===== config.mk =====
export PLATFORM = sky130hd
export DESIGN_NAME = neuron_layer_sequencer
export DESIGN_NICKNAME = d
export VERILOG_FILES = /design/src/rtl/ann_pkg.sv /design/src/rtl/neuron_weight_regs.sv /design/src/rtl/neuron_layer_sequencer.sv
export SDC_FILE = /design/constraint.sdc
export NUM_CORES = 1
export LEC_CHECK = 0
export ABC_CLOCK_PERIOD_IN_PS = 1600
export CAP_MARGIN = 20
export CORE_UTILIZATION = 47
export DETAILED_ROUTE_END_ITERATION = 6
export GPL_ROUTABILITY_DRIVEN = 0
export PLACE_DENSITY = 0.79
export SETUP_SLACK_MARGIN = 0.4
export SYNTH_ARGS = -nofsm -noshare
export SYNTH_HDL_FRONTEND = slang
export SYNTH_SLANG_ARGS = --single-unit

===== constraint.sdc =====
create_clock -name clk -period 1.6 [get_ports clk]
set_input_delay 0.32 -clock clk [delete_from_list [all_inputs] [get_ports clk]]
set_output_delay 0.32 -clock clk [all_outputs]
set_load 0.03 [all_outputs]

===== src/rtl/ann_pkg.sv =====
// Shared definitions for the time-multiplexed hidden-layer neuron sequencer.
package ann_pkg;

   localparam int unsigned ANN_DATA_W    = 4;
   localparam int unsigned ANN_N_NEURONS = 4;

   typedef enum logic [1:0] {
      S_IDLE = 2'd0,
      S_RUN  = 2'd1,
      S_DONE = 2'd2
   } state_t;

endpackage : ann_pkg


===== src/rtl/neuron_weight_regs.sv =====
// Per-neuron weight masks and threshold: one write port, one async read port.
module neuron_weight_regs
   import ann_pkg::*;
#(
   parameter int unsigned N_NEURONS = ANN_N_NEURONS,
   parameter int unsigned DATA_W    = ANN_DATA_W,
   parameter int unsigned IDX_W     = $clog2(N_NEURONS)
) (
   input  logic              clk,
   input  logic              rst_n,
   input  logic              i_we,
   input  logic [IDX_W-1:0]  i_waddr,
   input  logic [DATA_W-1:0] i_w1,
   input  logic [DATA_W-1:0] i_w2,
   input  logic [DATA_W-1:0] i_test,
   input  logic [IDX_W-1:0]  i_raddr,
   output logic [DATA_W-1:0] o_w1_c,
   output logic [DATA_W-1:0] o_w2_c,
   output logic [DATA_W-1:0] o_test_c
);

   logic [DATA_W-1:0] r_w1   [N_NEURONS];
   logic [DATA_W-1:0] r_w2   [N_NEURONS];
   logic [DATA_W-1:0] r_test [N_NEURONS];

   // Per-entry address decode; addresses with no matching entry write nothing.
   always_ff @(posedge clk or negedge rst_n) begin
      if (!rst_n) begin
         for (int k = 0; k < int'(N_NEURONS); k++) begin
            r_w1[k]   <= '0;
            r_w2[k]   <= '0;
            r_test[k] <= '0;
         end
      end else begin
         for (int k = 0; k < int'(N_NEURONS); k++) begin
            if (i_we && (i_waddr == IDX_W'(k))) begin
               r_w1[k]   <= i_w1;
               r_w2[k]   <= i_w2;
               r_test[k] <= i_test;
            end
         end
      end
   end

   assign o_w1_c   = r_w1[i_raddr];
   assign o_w2_c   = r_w2[i_raddr];
   assign o_test_c = r_test[i_raddr];

endmodule : neuron_weight_regs


===== src/rtl/neuron_layer_sequencer.sv =====
// Evaluates N logical neurons on one shared neuron datapath, one neuron per cycle,
// and returns the packed layer result over a valid/ready handshake.
module neuron_layer_sequencer
   import ann_pkg::*;
#(
   parameter int unsigned N_NEURONS = ANN_N_NEURONS,
   parameter int unsigned DATA_W    = ANN_DATA_W,
   parameter int unsigned IDX_W     = $clog2(N_NEURONS)
) (
   input  logic                        clk,
   input  logic                        rst_n,
   input  logic                        cfg_we,
   input  logic [IDX_W-1:0]            cfg_addr,
   input  logic [DATA_W-1:0]           cfg_w1,
   input  logic [DATA_W-1:0]           cfg_w2,
   input  logic [DATA_W-1:0]           cfg_test,
   output logic                        cfg_ready,
   input  logic                        in_valid,
   input  logic [DATA_W-1:0]           in_data,
   output logic                        in_ready,
   output logic [DATA_W-1:0]           nrn_in,
   output logic [DATA_W-1:0]           nrn_w1,
   output logic [DATA_W-1:0]           nrn_w2,
   output logic [DATA_W-1:0]           nrn_test,
   input  logic [DATA_W-1:0]           nrn_out,
   output logic                        out_valid,
   input  logic                        out_ready,
   output logic [N_NEURONS*DATA_W-1:0] out_data,
   output logic                        busy
);

   localparam logic [IDX_W-1:0] IDX_LAST = IDX_W'(N_NEURONS - 1);

   state_t            r_state;
   state_t            w_state_nxt;
   logic [IDX_W-1:0]  r_idx;
   logic [DATA_W-1:0] r_sample;
   logic [DATA_W-1:0] r_slot [N_NEURONS];
   logic              w_accept;
   logic              w_capture;
   logic              w_cfg_we;
   logic [DATA_W-1:0] w_rd_w1;
   logic [DATA_W-1:0] w_rd_w2;
   logic [DATA_W-1:0] w_rd_test;

   neuron_weight_regs #(
      .N_NEURONS (N_NEURONS),
      .DATA_W    (DATA_W),
      .IDX_W     (IDX_W)
   ) u_regs (
      .clk      (clk),
      .rst_n    (rst_n),
      .i_we     (w_cfg_we),
      .i_waddr  (cfg_addr),
      .i_w1     (cfg_w1),
      .i_w2     (cfg_w2),
      .i_test   (cfg_test),
      .i_raddr  (r_idx),
      .o_w1_c   (w_rd_w1),
      .o_w2_c   (w_rd_w2),
      .o_test_c (w_rd_test)
   );

   always_ff @(posedge clk or negedge rst_n) begin
      if (!rst_n) r_state <= S_IDLE;
      else        r_state <= w_state_nxt;
   end

   // Next state plus the shared-neuron drive, which only carries data in RUN.
   always_comb begin
      w_state_nxt = r_state;
      w_accept    = 1'b0;
      w_capture   = 1'b0;
      w_cfg_we    = 1'b0;
      nrn_in      = '0;
      nrn_w1      = '0;
      nrn_w2      = '0;
      nrn_test    = '0;
      case (r_state)
         S_IDLE: begin
            w_cfg_we = cfg_we;
            if (in_valid) begin
               w_accept    = 1'b1;
               w_state_nxt = S_RUN;
            end
         end
         S_RUN: begin
            w_capture = 1'b1;
            nrn_in    = r_sample;
            nrn_w1    = w_rd_w1;
            nrn_w2    = w_rd_w2;
            nrn_test  = w_rd_test;
            if (r_idx == IDX_LAST) w_state_nxt = S_DONE;
         end
         S_DONE: begin
            if (out_ready) w_state_nxt = S_IDLE;
         end
         default: w_state_nxt = S_IDLE;
      endcase
   end

   always_ff @(posedge clk or negedge rst_n) begin
      if (!rst_n) begin
         r_idx    <= '0;
         r_sample <= '0;
         for (int k = 0; k < int'(N_NEURONS); k++) r_slot[k] <= '0;
      end else if (w_accept) begin
         r_sample <= in_data;
         r_idx    <= '0;
      end else if (w_capture) begin
         for (int k = 0; k < int'(N_NEURONS); k++) begin
            if (r_idx == IDX_W'(k)) r_slot[k] <= nrn_out;
         end
         r_idx <= (r_idx == IDX_LAST) ? '0 : r_idx + IDX_W'(1);
      end
   end

   for (genvar k = 0; k < int'(N_NEURONS); k++) begin : g_pack
      assign out_data[k*DATA_W +: DATA_W] = r_slot[k];
   end

   assign cfg_ready = (r_state == S_IDLE);
   assign in_ready  = (r_state == S_IDLE);
   assign busy      = (r_state != S_IDLE);
   assign out_valid = (r_state == S_DONE);

endmodule : neuron_layer_sequencer


# Yosys cells after proc, flatten, opt, wreduce, memory -nomap -nowiden
# Cells that the tools add are included.
[word_totals] reg_bits=72 out_inout_bits=36 wordCells=72
[classes] add_sub_neg=1 n_lt_le_gt_ge=1 eq_ne=11 n_mux=24 bitwise=2 reduce_logical=14
[ops] operator="4-bit two-way mux" n=10
[ops] operator="4-bit binary-select mux with 2-bit select" n=3
[ops] operator="3-bit AND reduction" n=5
[ops] operator="2-bit two-way mux" n=6
[ops] operator="2-bit equality test (second input constant)" n=5
[ops] operator="2-bit by 1-bit equality test with 1-bit output (second input constant)" n=3
[ops] operator="2-bit logical NOT" n=3
[ops] operator="2-bit case mux with 3 select lines" n=1
[ops] operator="1-bit logical AND" n=4
[ops] operator="1-bit two-way mux" n=4
[ops] operator="2-bit by 1-bit != test with 1-bit output (second input constant)" n=2
[ops] operator="2-bit nonzero test" n=2
[ops] operator="3-bit >= comparator (second input constant)" n=1
[ops] operator="2-bit inverter with 3-bit output" n=1
[ops] operator="2-bit by 1-bit adder with 2-bit output (second input constant)" n=1
[ops] operator="2-bit != test (second input constant)" n=1
[ops] operator="1-bit inverter" n=1

# Longest topological paths before layout
# Gate-level depths: netlist of the first run.
[depth] word_depth=5 mapped_depth=6 depth_no_buf=4

# Cells and area by module
# A second synthesis of the first run with hierarchy kept.
[unflattened] hier_cells=204 area_unflattened_um2=3215.6
[modules_own_cells] mod="neuron_weight_regs" instances=1 cells_per_inst=118 area_per_inst_um2=2083.2 seq_area_each_um2=1201.2
[modules_own_cells] mod="neuron_layer_sequencer" instances=1 cells_per_inst=86 area_per_inst_um2=1132.3 seq_area_each_um2=600.6

# Worst setup path before layout of the first run
# No wires, ideal clock.
[synth_timing] kind="register to output" startpoint="register r_idx[0]" endpoint="output nrn_test[2]" arrival_ns=1.391 required_ns=1.280 path_slack_ns=-0.111 path_stages_with_launch=5 path_buffers=2 cell_sequence="dfrtp_1 > buf_6 > buf_6 > mux4_2 > and2_1"
[synth_via] elab_chain_cells=5
[synth_rtl] element="start: declaration" line="neuron_layer_sequencer.sv:36" text="logic [IDX_W-1:0] r_idx;"
[synth_rtl] element="start signal: assignment" line="neuron_layer_sequencer.sv:114" text="r_idx <= (r_idx == IDX_LAST) ? '0 : r_idx + IDX_W'(1);"
[synth_rtl] element="2-bit inverter with 3-bit output (implied by the code)" line="neuron_weight_regs.sv:47" text="assign o_test_c = r_test[i_raddr];"
[synth_rtl] element="4-bit binary-select mux with 2-bit select" line="neuron_weight_regs.sv:47"
[synth_rtl] element="4-bit two-way mux (implied by the code) (2 in series)" line="neuron_weight_regs.sv:47"
[synth_rtl] element="4-bit two-way mux" line="neuron_layer_sequencer.sv:79" text="case (r_state)"
[synth_rtl] element="end: declaration" line="neuron_layer_sequencer.sv:24" text="output logic [DATA_W-1:0] nrn_test,"
# Every way passes these cells. The select of a mux whose other input is x is not followed.

# Worst setup path after layout of the first run
[layout_timing] startpoint="register r_idx[0]" endpoint="output nrn_w1[1]"
[layout_via] elab_chain_cells=5
[layout_rtl] element="2-bit inverter with 3-bit output (implied by the code)" line="neuron_weight_regs.sv:45" text="assign o_w1_c = r_w1[i_raddr];"
[layout_rtl] element="4-bit binary-select mux with 2-bit select" line="neuron_weight_regs.sv:45"
[layout_rtl] element="4-bit two-way mux (implied by the code) (2 in series)" line="neuron_weight_regs.sv:45"
[layout_rtl] element="4-bit two-way mux" line="neuron_layer_sequencer.sv:79"
[layout_rtl] element="end: declaration" line="neuron_layer_sequencer.sv:22" text="output logic [DATA_W-1:0] nrn_w1,"
# Every way passes these cells. The select of a mux whose other input is x is not followed.

==> impl_metrics.yaml, run 1 <==
outcome:
  outcome: "finished, violations left"
  failed_checks: "hold timing, setup timing"
grt:
  grt.overflow.total: 0
  use_met3_pct: 5.43
  grt_max_degree: 73
  grt.total_usage_pct: 26.2
  antenna_found_initial: 0
  busiest_layer: "met2"
  grt_pass1_wl_um: 14200
  use_met1_pct: 36.5
  use_met2_pct: 41.1
  first_global_vias: 2459
floorplan:
  die_area_um2: 7430
  die_h_um: 86.2
  core-area_um2: 6830
  num_rows: 30
  pin_count: 63
  start_util_pct: 48.8
  die_w_um: 86.2
power_and_ir_drop:
  ir_worst_vdd_mv: 1.23
  p_leak_nw: 2.56
  power_density_nw_per_um2: 2450
  power_mw: 13.1
sta:
  rsz0062_at_grt: "true"
  hold_viol_final: 27
  layout_worst_path_cycle_share_pct: 133
  setup_viol: 69
  fmax_mhz: 469
  layout_setup_ws_ns: -0.532
  timing.hold.ws_ns: -0.0259
  relSlewSlack_pct: 73.8
  period_minus_slack_ns: 2.13
  drv_slew: 0
  fin_setup_tns_ns: -13.28
  worst_pin_slew_ns: 0.393
  fin_skew_ns: 0.0175
clock_network:
  cts_made_buffers: 9
  path_clk_slew_ns: 0.08
  cts_max_path_buffers: 2
  worst_skew_pair.late_latency_ns: 0.35
  htreeDepth: 3
  root_buffer: "clkbuf_8"
  cts_tree: "done"
  cts_sinks: 72
  cts_hold_buf: 0
routing:
  drt_iter0_markers: 122
  wl_per_cell_um: 21.1
  wl_um: 9260
  via_per_inst: 5.19
  drc: 0
  dr.pass1.iters: 4
  postRouteAntennaNets: 0
  via_count: 2279
placement:
  io_buffers: 62
  hpwl_um: 4600
worst_setup_path:
  reg2reg_from: "r_state[1]$_DFFE_PN0P_"
  crit_fanout: 6
  reg2reg_depth: 7
  cp.required_ns: 1.28
  cp-start-kind: "flip-flop"
  endpoint_kind: "output pin"
  cp.arrival_ns: 1.81
  r2r_end: "u_regs.r_w2[15]$_DFFE_PN0P_"
  rrSetupSlack_ns: -0.17
  critPathKind: "reg2out"
synthesis:
  syn_avg_cell_area_um2: 16.2
  syn_area_um2: 3330
  seq_area_frac_synth_pct: 54.1
  synthCells: 205
  synth-warning-count: 0
  syn_nets: 236
  ys_types: 29
  ys_ff_latch: 72
final_layout:
  layout-drive-gt1-share_pct: 68.8
  area_delta_synth_final_pct: 60.3
  fin_nets: 369
  fillers: 386
  fin_util_pct: 78.2
  antenna_cells: 0
job:
  drv_cap: 0
min_path:
  hold_class: "in2async"
## timing repair
action | 4_1_cts | 5_1_grt
cloned | 4 | 0
resized for setup | 274 | 7
setup buffers | 17 | 11
endpoints found under the setup margin | 107 | 108
pin swaps | 16 | 1
## worst max-delay path by stage
| stage | startpoint | endpoint | slack [ns] |
|---|---|---|---|
| 2_1_floorplan | r_idx[0]$_DFFE_PN0P_ | nrn_test[2] | -0.04 |
| 3_3_place_gp | r_idx[0]$_DFFE_PN0P_ | nrn_test[1] | -0.57 |
| 3_5_place_dp | r_idx[0]$_DFFE_PN0P_ | nrn_test[1] | -0.59 |
| 4_1_cts | r_idx[0]$_DFFE_PN0P_ | nrn_w2[1] | -0.48 |
| 5_1_grt | r_idx[0]$_DFFE_PN0P_ | nrn_w1[1] | -0.56 |
| 6_report | r_idx[0]$_DFFE_PN0P_ | nrn_w1[1] | -0.53 |
## where the power goes
| group | internal (mW) | total, mW | switching [mW] |
|---|---|---|---|
| sequential | 2.75 | 3.40 | 0.652 |
| combinational | 4.79 | 8.06 | 3.27 |
| clock | 0.919 | 1.62 | 0.702 |
| total | 8.45 | 13.1 | 4.63 |
## critical path: stages (launching register included)
cell	delay (ns)
dfrtp_2	0.40
buf_6	0.13
buf_16	0.13
mux4_2	0.51
and2_4	0.16
buf_6	0.13
## synthesized netlist by cell type
library cell	instances	area (µm²)
a31o_2	1	8.76
nand2_2	1	6.26
buf_4	1	7.51
mux2_1	20	225
mux4_1	5	131
or2b_1	1	7.51
nor2_4	1	11.3
mux2_2	28	315
nand4b_2	1	15.0
nand4_2	1	12.5
dfrtp_1	72	1800
o21ai_0	2	10.0
inv_1	4	15.0
and2b_2	1	8.76
clkbuf_2	1	5.00
and4bb_4	1	16.3
mux4_2	7	158
buf_6	6	67.6
clkbuf_1	1	3.75
nor2_1	1	3.75
and4b_1	1	10.0
nand2_1	4	15.0
buf_2	1	5.00
nor3_1	1	5.00
ha_1	4	50.1
mux2_4	20	300
nand2b_1	1	6.26
and2_1	16	100
a22o_1	1	8.76
## routing by layer
layer | routed length, µm | vias to the layer above | part of all wire (%)
met4 | 272 | 0 | 2.9
met2 | 4650 | 67 | 50
met5 | 0 | - | 0
li1 | - | 1007 | -
met1 | 3970 | 1183 | 43
met3 | 370 | 22 | 4.0
## cell usage in the layout (no fill, tap or decap)
cell | Yosys | routed
buf_6 | 6 | 56
clkbuf_8 | 0 | 10
buf_2 | 1 | 1
clkinvlp_4 | 0 | 2
o21ai_2 | 0 | 2
nor2_1 | 1 | 1
inv_1 | 4 | 1
mux4_2 | 7 | 12
a31o_4 | 0 | 1
buf_4 | 1 | 37
nand4b_4 | 0 | 1
and2b_2 | 1 | 1
or2b_1 | 1 | 1
and4bb_4 | 1 | 1
and4b_1 | 1 | 1
dfrtp_2 | 0 | 1
buf_12 | 0 | 9
clkdlybuf4s50_1 | 0 | 25
nand4_4 | 0 | 1
clkinv_2 | 0 | 1
mux2_4 | 20 | 64
dfrtp_1 | 72 | 71
nand2_8 | 0 | 5
a22o_1 | 1 | 1
nor3_1 | 1 | 1
and2_4 | 0 | 16
bufinv_16 | 0 | 2
nand2b_4 | 0 | 1
buf_16 | 0 | 2
inv_2 | 0 | 3
clkbuf_16 | 0 | 2
nor2_4 | 1 | 1
mux2_2 | 28 | 4
ha_1 | 4 | 4
clkbuf_1 | 1 | 1
## sequential cells by signal (all words and copies together) (netlist names)
name           flops
u_regs.r_w2       16
r_sample           4
u_regs.r_w1       16
r_state            2
out_data          16
u_regs.r_test     16
r_idx              2
## per-stage QoR
| step | instances | cell area [µm²] | worst slack (ns) | hold WS, ns |
|---|---|---|---|---|
| 4_1_cts | 428 | 5250 | -0.479 | 0.00188 |
| 3_3_place_gp | 391 | 4500 | -0.567 | 0.374 |
| 6_report | 439 | 5340 | -0.532 | -0.0259 |
| 5_1_grt | 439 | 5340 | -0.564 | 0.0108 |
| 2_1_floorplan | 205 | 3520 | -0.0433 | 0.0244 |
| 3_5_place_dp | 391 | 4500 | -0.588 | 0.372 |
## final cells by class
cell class / instances / area (µm²) / share of cell area [%]
Sequential cell: 72 / 1800 / 33.8
Inverter: 4 / 15.0 / 0.281
Timing Repair Buffer: 132 / 1450 / 27.1
Tap cell: 96 / 120 / 2.25
Clock buffer: 11 / 141 / 2.65
Clock inverter: 5 / 80.1 / 1.50
Multi-Input combinational cell: 119 / 1730 / 32.4
## cell families after synthesis
| logic type | share of synthesized area, % |
|---|---|
| mux | 33.9 |
| compound gates | 0.827 |
| buf+inv | 3.12 |
| flops | 54.1 |
| simple gates | 6.54 |
| fa+ha+maj | 1.50 |
Power figures use the tool's default switching activity.
==> run 2, diff against run 1 <==
ABC_CLOCK_PERIOD_IN_PS = unset   (was 1600)
CORE_MARGIN = 2   (was unset)
CORE_UTILIZATION = 35   (was 47)
PLACE_DENSITY = 0.63   (was 0.79)
==> run 2 against run 1 <==
Compared with the run above: setup slack improved by 0.10 ns; critical endpoint unchanged; clock power decreased by 14%; core utilization decreased by 20 points; combinational power decreased by 5.7%; register-to-register slack improved by 0.07 ns; the flow still finishes with violations (hold timing, setup timing); clock skew decreased by 0.0091 ns; worst hold slack improved by 0.025 ns.
==> impl_metrics.yaml, run 2 (same netlist as run 1, synthesis figures left out) <==
final_layout:
  fillers: 718
  stdcell_area_um2: 5330
  layout-drive-gt1-share_pct: 70.3
  area_delta_synth_final_pct: 60.1
  layout_commonest_cell: "dfrtp_1"
  fin_nets: 369
  final_cell_mix: "71 x dfrtp_1, 59 x mux2_4, 46 x buf_6"
  final_cells: 472
  antenna_cells: 0
sta:
  fin_skew_ns: 0.00839
  layout_setup_ws_ns: -0.428
  rsz0062_at_grt: "true"
  worst_pin_slew_ns: 0.393
  fin_setup_tns_ns: -9.67
  drv_slew: 0
  period_minus_slack_ns: 2.03
  relSlewSlack_pct: 73.8
  fmax_mhz: 493
  hold_viol_final: 1
  setup_viol: 84
  timing.hold.ws_ns: -0.000795
  layout_worst_path_cycle_share_pct: 127
routing:
  via_per_inst: 4.60
  drc: 0
  wl_met3_um: 241
  routedLengthMet1_um: 3710
  route.met2.wl_um: 3870
  dr.pass1.iters: 4
  postRouteAntennaNets: 0
  via_count: 2169
  maxUsedRoutingLayer: "met4"
  drt_iter0_markers: 94
  wl_um: 7940
  wl_per_cell_um: 16.8
grt:
  grt_max_degree: 73
  grt.overflow.total: 0
  grt_pass1_wl_um: 12600
  first_global_vias: 2396
  antenna_found_initial: 0
  grt.total_usage_pct: 16.2
floorplan:
  num_rows: 35
  start_util_pct: 36.0
  pin_count: 63
  core-area_um2: 9240
  die_w_um: 102
  die_h_um: 102
  die_area_um2: 10300
clock_network:
  htreeDepth: 3
  worst_skew_pair.late_latency_ns: 0.34
  path_clk_slew_ns: 0.07
  cts_tree: "done"
  cts_hold_buf: 0
  cts_sinks: 72
  cts_made_buffers: 9
  cts_max_path_buffers: 2
  root_buffer: "clkbuf_8"
job:
  drv_cap: 0
worst_setup_path:
  cp-start-kind: "flip-flop"
  cp.required_ns: 1.28
  endpoint_kind: "output pin"
  critPathKind: "reg2out"
  crit_fanout: 4
  cp.arrival_ns: 1.71
power_and_ir_drop:
  power_density_nw_per_um2: 2310
  ir_worst_vdd_mv: 0.741
  power_mw: 12.3
  p_leak_nw: 2.52
placement:
  dpl_cell_area_um2: 4610
  hpwl_um: 4730
  io_buffers: 62
  placed_cells: 432
outcome:
  failed_checks: "hold timing, setup timing"
  outcome: "finished, violations left"
min_path:
  hold_class: "in2async"
[run 2: cell count changes in the layout (fill, tap and decap cells not counted), moves of 2 or more]
cell,change
buf_4,+8
mux2_4,-5
nand2_4,+3
ha_4,+4
buf_6,-10
mux2_2,+5
clkinv_2,+2
buf_8,+2
nand2_8,-3
ha_1,-4
[run 2: where the power goes]
group          switching, mW  total (mW)  internal (mW)
Clock                  0.674        1.39          0.712
Sequential             0.566        3.31           2.75
Combinational           3.01        7.60           4.59
[run 2: final cells by class]
| type | instances | area [µm²] | area share [%] |
|---|---|---|---|
| Clock buffer | 10 | 128 | 2.39 |
| Multi-Input combinational cell | 119 | 1730 | 32.5 |
| Sequential cell | 72 | 1800 | 33.8 |
| Clock inverter | 6 | 60.1 | 1.13 |
| Tap cell | 129 | 161 | 3.03 |
| Timing Repair Buffer | 132 | 1420 | 26.7 |
| Inverter | 4 | 22.5 | 0.422 |
[run 2: path summary, 6_finish.rpt]
check                      slack, ns                  startpoint  depth (start not counted)                           end
min                          -0.0008                       rst_n                          2    u_regs.r_w1[6]$_DFFE_PN0P_
min in group clk                0.51  u_regs.r_w1[5]$_DFFE_PN0P_                          1    u_regs.r_w1[5]$_DFFE_PN0P_
max reg2reg                    -0.10      r_state[0]$_DFFE_PN0P_                          8  u_regs.r_test[5]$_DFFE_PN0P_
min reg2reg                     0.51  u_regs.r_w1[5]$_DFFE_PN0P_                          1    u_regs.r_w1[5]$_DFFE_PN0P_
max                            -0.43        r_idx[0]$_DFFE_PN0P_                          4                     nrn_w1[1]
max in group asynchronous       1.27                       rst_n                          2          r_idx[0]$_DFFE_PN0P_
[run 2: timing repair]
item                                    CTS  global route
buffers inserted                         10            10
endpoints found under the setup margin  108           108
pin swaps                                18             7
gates resized for setup                 249            21
hold endpoints to repair                  0             0
cloned                                    4             0
[run 2: worst max-delay path, stage by stage (launching register included)]
cell and delay (ns):
dfrtp_2 0.43, clkbuf_16 0.17, mux4_2 0.48, and2_4 0.15, buf_6 0.13
[run 2: layer usage]
metal / track usage, % / up-vias
met5: 0 / -
met4: 6.76 / 0
met3: 2.76 / 11
met2: 25.2 / 34
met1: 22.4 / 1125
li1: - / 999
[run 2: stage by stage]
step / utilization, % / worst slack [ns] / hold slack, ns
6_report: 57.7 / -0.428 / -0.000795
5_1_grt: 57.7 / -0.498 / 0.0219
4_1_cts: 55.9 / -0.486 / 0.00957
3_5_place_dp: 49.9 / -0.577 / 0.382
3_3_place_gp: 49.9 / -0.568 / 0.377
2_1_floorplan: - / -0.0433 / 0.0244
